File: config.mk
export PLATFORM = sky130hd
export DESIGN_NAME = shift_rotate_seq
export DESIGN_NICKNAME = d
export VERILOG_FILES = /design/src/rtl/shift_rotate_seq.sv
export SDC_FILE = /design/constraint.sdc
export NUM_CORES = 1
export LEC_CHECK = 0
export ABC_AREA = 1
export BUFFER_PORTS_ARGS = -buffer_cell sky130_fd_sc_hd__buf_2
export CAP_MARGIN = 25
export CORE_MARGIN = 2
export CORE_UTILIZATION = 45
export CTS_CLUSTER_DIAMETER = 40
export DETAILED_ROUTE_END_ITERATION = 12
export PLACE_DENSITY = 0.67
export SLEW_MARGIN = 20
export SYNTH_ARGS = -nofsm -noshare
export SYNTH_HDL_FRONTEND = slang
export SYNTH_SLANG_ARGS = --single-unit
export TNS_END_PERCENT = 50
File: constraint.sdc
create_clock -name clock -period 2.3 [get_ports clock]
set_clock_uncertainty 0.2 [all_clocks]
set_input_delay 0.345 -clock clock [delete_from_list [all_inputs] [get_ports clock]]
set_output_delay 0.345 -clock clock [all_outputs]
set_load 0.005 [all_outputs]
File: src/rtl/shift_rotate_seq.sv
// Sequential shift/rotate engine: moves one bit per clock and reports the result and carry-out
// through a start/busy/done handshake.
module shift_rotate_seq #(
  parameter int WIDTH    = 32,
  parameter int CNT_BITS = 5
) (
  input  logic             clock,
  input  logic             clear,
  input  logic             start,
  input  logic [2:0]       op,
  input  logic [WIDTH-1:0] a,
  input  logic [WIDTH-1:0] b,
  input  logic             flush,
  output logic             busy,
  output logic             done,
  output logic [WIDTH-1:0] result,
  output logic             cout,
  output logic             err
);

  localparam logic [2:0] OP_SHL  = 3'd0;
  localparam logic [2:0] OP_SHR  = 3'd1;
  localparam logic [2:0] OP_SHRA = 3'd2;
  localparam logic [2:0] OP_ROL  = 3'd3;
  localparam logic [2:0] OP_ROR  = 3'd4;

  typedef enum logic [1:0] {S_IDLE, S_RUN, S_DONE} state_t;

  state_t              state_q;
  logic [WIDTH-1:0]    acc_q, acc_d;
  logic [CNT_BITS-1:0] cnt_q;
  logic [2:0]          op_q;
  logic                bit_out_d;
  logic                busy_q, done_q, cout_q, err_q;
  logic [WIDTH-1:0]    result_q;
  logic                op_illegal;
  logic                unused_b;

  assign op_illegal = (op > OP_ROR);
  assign unused_b   = ^b[WIDTH-1:CNT_BITS];

  // One-bit step of the latched op; bit_out_d is the bit leaving the accumulator.
  always_comb begin
    acc_d     = acc_q;
    bit_out_d = 1'b0;
    case (op_q)
      OP_SHL:  begin acc_d = {acc_q[WIDTH-2:0], 1'b0};         bit_out_d = acc_q[WIDTH-1]; end
      OP_SHR:  begin acc_d = {1'b0, acc_q[WIDTH-1:1]};         bit_out_d = acc_q[0];       end
      OP_SHRA: begin acc_d = {acc_q[WIDTH-1], acc_q[WIDTH-1:1]}; bit_out_d = acc_q[0];     end
      OP_ROL:  begin acc_d = {acc_q[WIDTH-2:0], acc_q[WIDTH-1]}; bit_out_d = acc_q[WIDTH-1]; end
      OP_ROR:  begin acc_d = {acc_q[0], acc_q[WIDTH-1:1]};     bit_out_d = acc_q[0];       end
      default: begin acc_d = acc_q;                            bit_out_d = 1'b0;           end
    endcase
  end

  always_ff @(posedge clock or negedge clear) begin
    if (!clear) begin
      state_q  <= S_IDLE;
      acc_q    <= '0;
      cnt_q    <= '0;
      op_q     <= '0;
      busy_q   <= 1'b0;
      done_q   <= 1'b0;
      result_q <= '0;
      cout_q   <= 1'b0;
      err_q    <= 1'b0;
    end else begin
      done_q <= 1'b0;
      case (state_q)
        S_IDLE: begin
          if (start && !flush) begin
            acc_q  <= a;
            cnt_q  <= b[CNT_BITS-1:0];
            op_q   <= op;
            busy_q <= 1'b1;
            // Zero count and illegal ops finish on the accepting edge with a unchanged.
            if (op_illegal || (b[CNT_BITS-1:0] == '0)) begin
              state_q  <= S_DONE;
              done_q   <= 1'b1;
              result_q <= a;
              cout_q   <= 1'b0;
              err_q    <= op_illegal;
            end else begin
              state_q <= S_RUN;
            end
          end
        end
        S_RUN: begin
          if (flush) begin
            state_q <= S_IDLE;
            busy_q  <= 1'b0;
          end else begin
            acc_q <= acc_d;
            cnt_q <= cnt_q - 1'b1;
            if (cnt_q == {{(CNT_BITS-1){1'b0}}, 1'b1}) begin
              state_q  <= S_DONE;
              done_q   <= 1'b1;
              result_q <= acc_d;
              cout_q   <= bit_out_d;
              err_q    <= 1'b0;
            end
          end
        end
        S_DONE: begin
          state_q <= S_IDLE;
          busy_q  <= 1'b0;
        end
        default: begin
          state_q <= S_IDLE;
          busy_q  <= 1'b0;
        end
      endcase
    end
  end

  assign busy   = busy_q;
  assign done   = done_q;
  assign result = result_q;
  assign cout   = cout_q;
  assign err    = err_q;

endmodule

==> impl_metrics.py <==
metrics = {
    "outcome": {
        "status": "finished, final reports clean",
    },
    "die": {
        "std_cell_rows": 36,
        "pin_count": 107,
        "core_um2": 9640,
        "die_area_um2": 10600,
        "die_w_um": 103,
        "start_util_pct": 45.8,
        "chipHeight_um": 103,
    },
    "route": {
        "drc": 0,
        "avgViaCountPerCell": 4.95,
        "via_count": 4258,
        "ant_nets": 0,
        "first_iter_violations": 239,
        "wl_per_cell_um": 13.0,
        "wl_um": 11200,
        "dr.pass1.iters": 4,
    },
    "cells_and_area": {
        "nFillCells": 1019,
        "fin_nets": 797,
        "antennaDiodeCount": 0,
        "area_delta_synth_final_pct": 15.7,
        "final_cells": 861,
        "drive_gt1_share_pct": 17.4,
    },
    "sta": {
        "setup_viol": 0,
        "hold_violations": 0,
        "setup_tns_ns": 0,
        "setup_ws_ns": 0.348,
        "rsz0062_at_grt": "false",
        "slew_headroom_pct": 58.2,
        "timing.final.crit_period_ns": 1.95,
        "slew_viol_final": 0,
        "timing.fmax_mhz": 512,
        "final.period_utilization_pct": 84.9,
        "tightest_slew_ns": 0.626,
        "timing.hold.ws_ns": 0.0257,
    },
    "global_routing": {
        "antenna_found_initial": 0,
        "grt.overflow.total": 0,
        "grtUsageTotal_pct": 22.9,
        "grt_max_degree": 41,
        "grt_first_pass_wirelength_um": 19200,
        "grt_pass1_vias": 4124,
    },
    "critical_path": {
        "critPathLaunch": "state_q[1]",
        "r2r-end": "result[5]",
        "reg2reg_depth": 10,
        "crit_required_ns": 2.39,
        "critical_path_class": "register to register",
        "cp_top_family": "simple AND/OR/NAND/NOR gates",
        "cpMaxStageDelayCell": "dfrtp_1",
        "reg2reg_from": "state_q[1]",
        "cp.buffers_inverters": 3,
        "cp_cell_sequence": "inv_1 -> nand2_1 -> inv_2 -> nand2_2 -> buf_4 -> nand2_1 -> nand3_1 -> nand2_1 -> nand2_1 -> nand2_1",
        "regToRegSetupSlack_ns": 0.35,
        "slowest_delay_ns": 0.39,
        "path_common_cell": "nand2_1",
        "crit_fanout": 13,
        "cp.arrival_ns": 2.04,
        "endpoint_kind": "register",
        "startpoint_type": "register",
    },
    "clock_network": {
        "cts.sinks": 78,
        "clkTransAtPathRegs_ns": 0.08,
        "cts_buffer_depth": 2,
        "clkLatencyLatePin_ns": 0.35,
        "htree_num_levels": 3,
        "cts_tree": "yes",
        "root_buffer": "clkbuf_8",
        "postCtsSetupRepairBufs": 0,
        "cts_buffers": 9,
        "cts_resized": 0,
    },
    "worst_hold_path": {
        "hold_start": "op[2]",
        "min_to": "op_q[2]",
        "hold_path_depth": 3,
        "min_path_type": "primary input to register",
    },
    "synthesis": {
        "yosysMostFrequentCell": "nand2_1",
        "async_reset_ff_share_pct": 100,
        "synth_edf_count": 0,
        "avgSynthCellArea_um2": 6.77,
        "synth_nets": 725,
        "synthFlopType": "dfrtp_1",
        "synthTopCellsByCount": "nand2_1, dfrtp_1, inv_1",
        "synth_area_leaders": "dfrtp_1, nand2_1, nand3_1",
        "yosysTopAreaCell": "dfrtp_1",
        "netlist.area_leader.share_pct": 44.2,
        "yosysSeqAreaShare_pct": 44.2,
        "synthCells": 652,
        "synth-seq-cells": 78,
        "yosysUniqueCellTypes": 29,
        "yosysWarnings": 0,
        "synth_area_um2": 4410,
    },
    "power": {
        "total_power_uw": 5240,
        "pwr_density_cell_nw_per_um2": 1030,
        "leakagePower_uw": 0.00304,
        "vdd_drop_max_uv": 469,
    },
    "place": {
        "numPortBuffers": 79,
        "post-place-cells": 845,
        "dp_hpwl_um": 7600,
        "gp_congestion": 0.820,
        "dp_slack_ns": 0.320,
    },
    "job": {
        "max-cap-violations": 0,
    },
}
area by class of cell:
type | count | area (um^2) | share of cell area [%]
flip-flops and latches | 78 | 1950 | 38.2
inverters | 53 | 199 | 3.90
multi-input cells | 485 | 2060 | 40.2
repair buffers | 97 | 561 | 11.0
well taps | 133 | 166 | 3.26
clock inverters | 4 | 22.5 | 0.441
clock buffers | 11 | 151 | 2.96
registers in the layout, summed over array words and instances (netlist names):
name     count
acc_q       32
result      32
cnt_q        5
op_q         3
state_q      2
busy         1
cout         1
done         1
err          1
worst reg2reg max path, cell delays in order (launching register included):
cell and delay [ns]:
dfrtp_1 0.39, inv_1 0.05, nand2_1 0.12, inv_2 0.22, nand2_2 0.24, buf_4 0.26, nand2_1 0.08, nand3_1 0.11
nand2_1 0.09, nand2_1 0.05, nand2_1 0.07
placed cells by master, fill, tap and decap left out, drive strengths merged:
cell and instances:
o22ai 1, nand3 42, clkbuf 11, dlygate4sd3 1, clkinvlp 1, o22a 1, or2 1, o211ai 1
nor3 1, inv 53, o31ai 1, a22oi 1, o21ai 15, a21oi 3, nor2 10, nand2 374
buf 96, nand4 31, xor2 1, clkinv 3, dfrtp 78, ha 2
routing by layer:
layer | part of all wire, % | track usage (%) | up-vias | wire length [um]
met5 | 0 | 0 | - | 0
met4 | 1.6 | 8.10 | 0 | 181
met3 | 5.2 | 3.12 | 19 | 587
met2 | 46 | 37.2 | 117 | 5190
met1 | 47 | 31.3 | 1953 | 5250
li1 | - | - | 2169 | -
how the worst max path moves through the flow:
stage	depth (start not counted)	slack [ns]	to
after global placement	8	0.35	result[13]
after floorplan	9	0.72	cout
after global routing	10	0.17	result[5]
after CTS	10	0.36	result[5]
final	10	0.35	result[5]
after detailed placement	8	0.32	result[9]
cells by family (layout without fill, tap and decap cells):
family	after synthesis	in the layout	synth area share, %
and+or+nand+nor	459	459	42.9
buffers and inverters	89	165	9.21
DFF	78	78	44.2
AOI/OAI and AO/OA	23	23	2.89
adders and majority gates	2	2	0.567
xor gates and xnor gates	1	1	0.198
what timing repair did:
item	4_1_cts	5_1_grt
endpoints found under the hold margin	39	0
hold buffers	1	0
endpoints found under the setup margin	0	0
power by group:
part	internal [uW]	total (uW)	switching, uW
Combinational	823	2080	1260
Clock	440	945	505
Sequential	1880	2210	334
through the flow:
| step | cell area (um^2) | utilization, % |
|---|---|---|
| 6_report | 5110 | 53.0 |
| 5_1_grt | 5110 | 53.0 |
| 4_1_cts | 5110 | 53.0 |
| 3_5_place_dp | 4920 | 51.1 |
| 3_3_place_gp | 4920 | 51.1 |
| 2_1_floorplan | 4410 | - |
No activity file was read; power rests on OpenSTA's default activity.
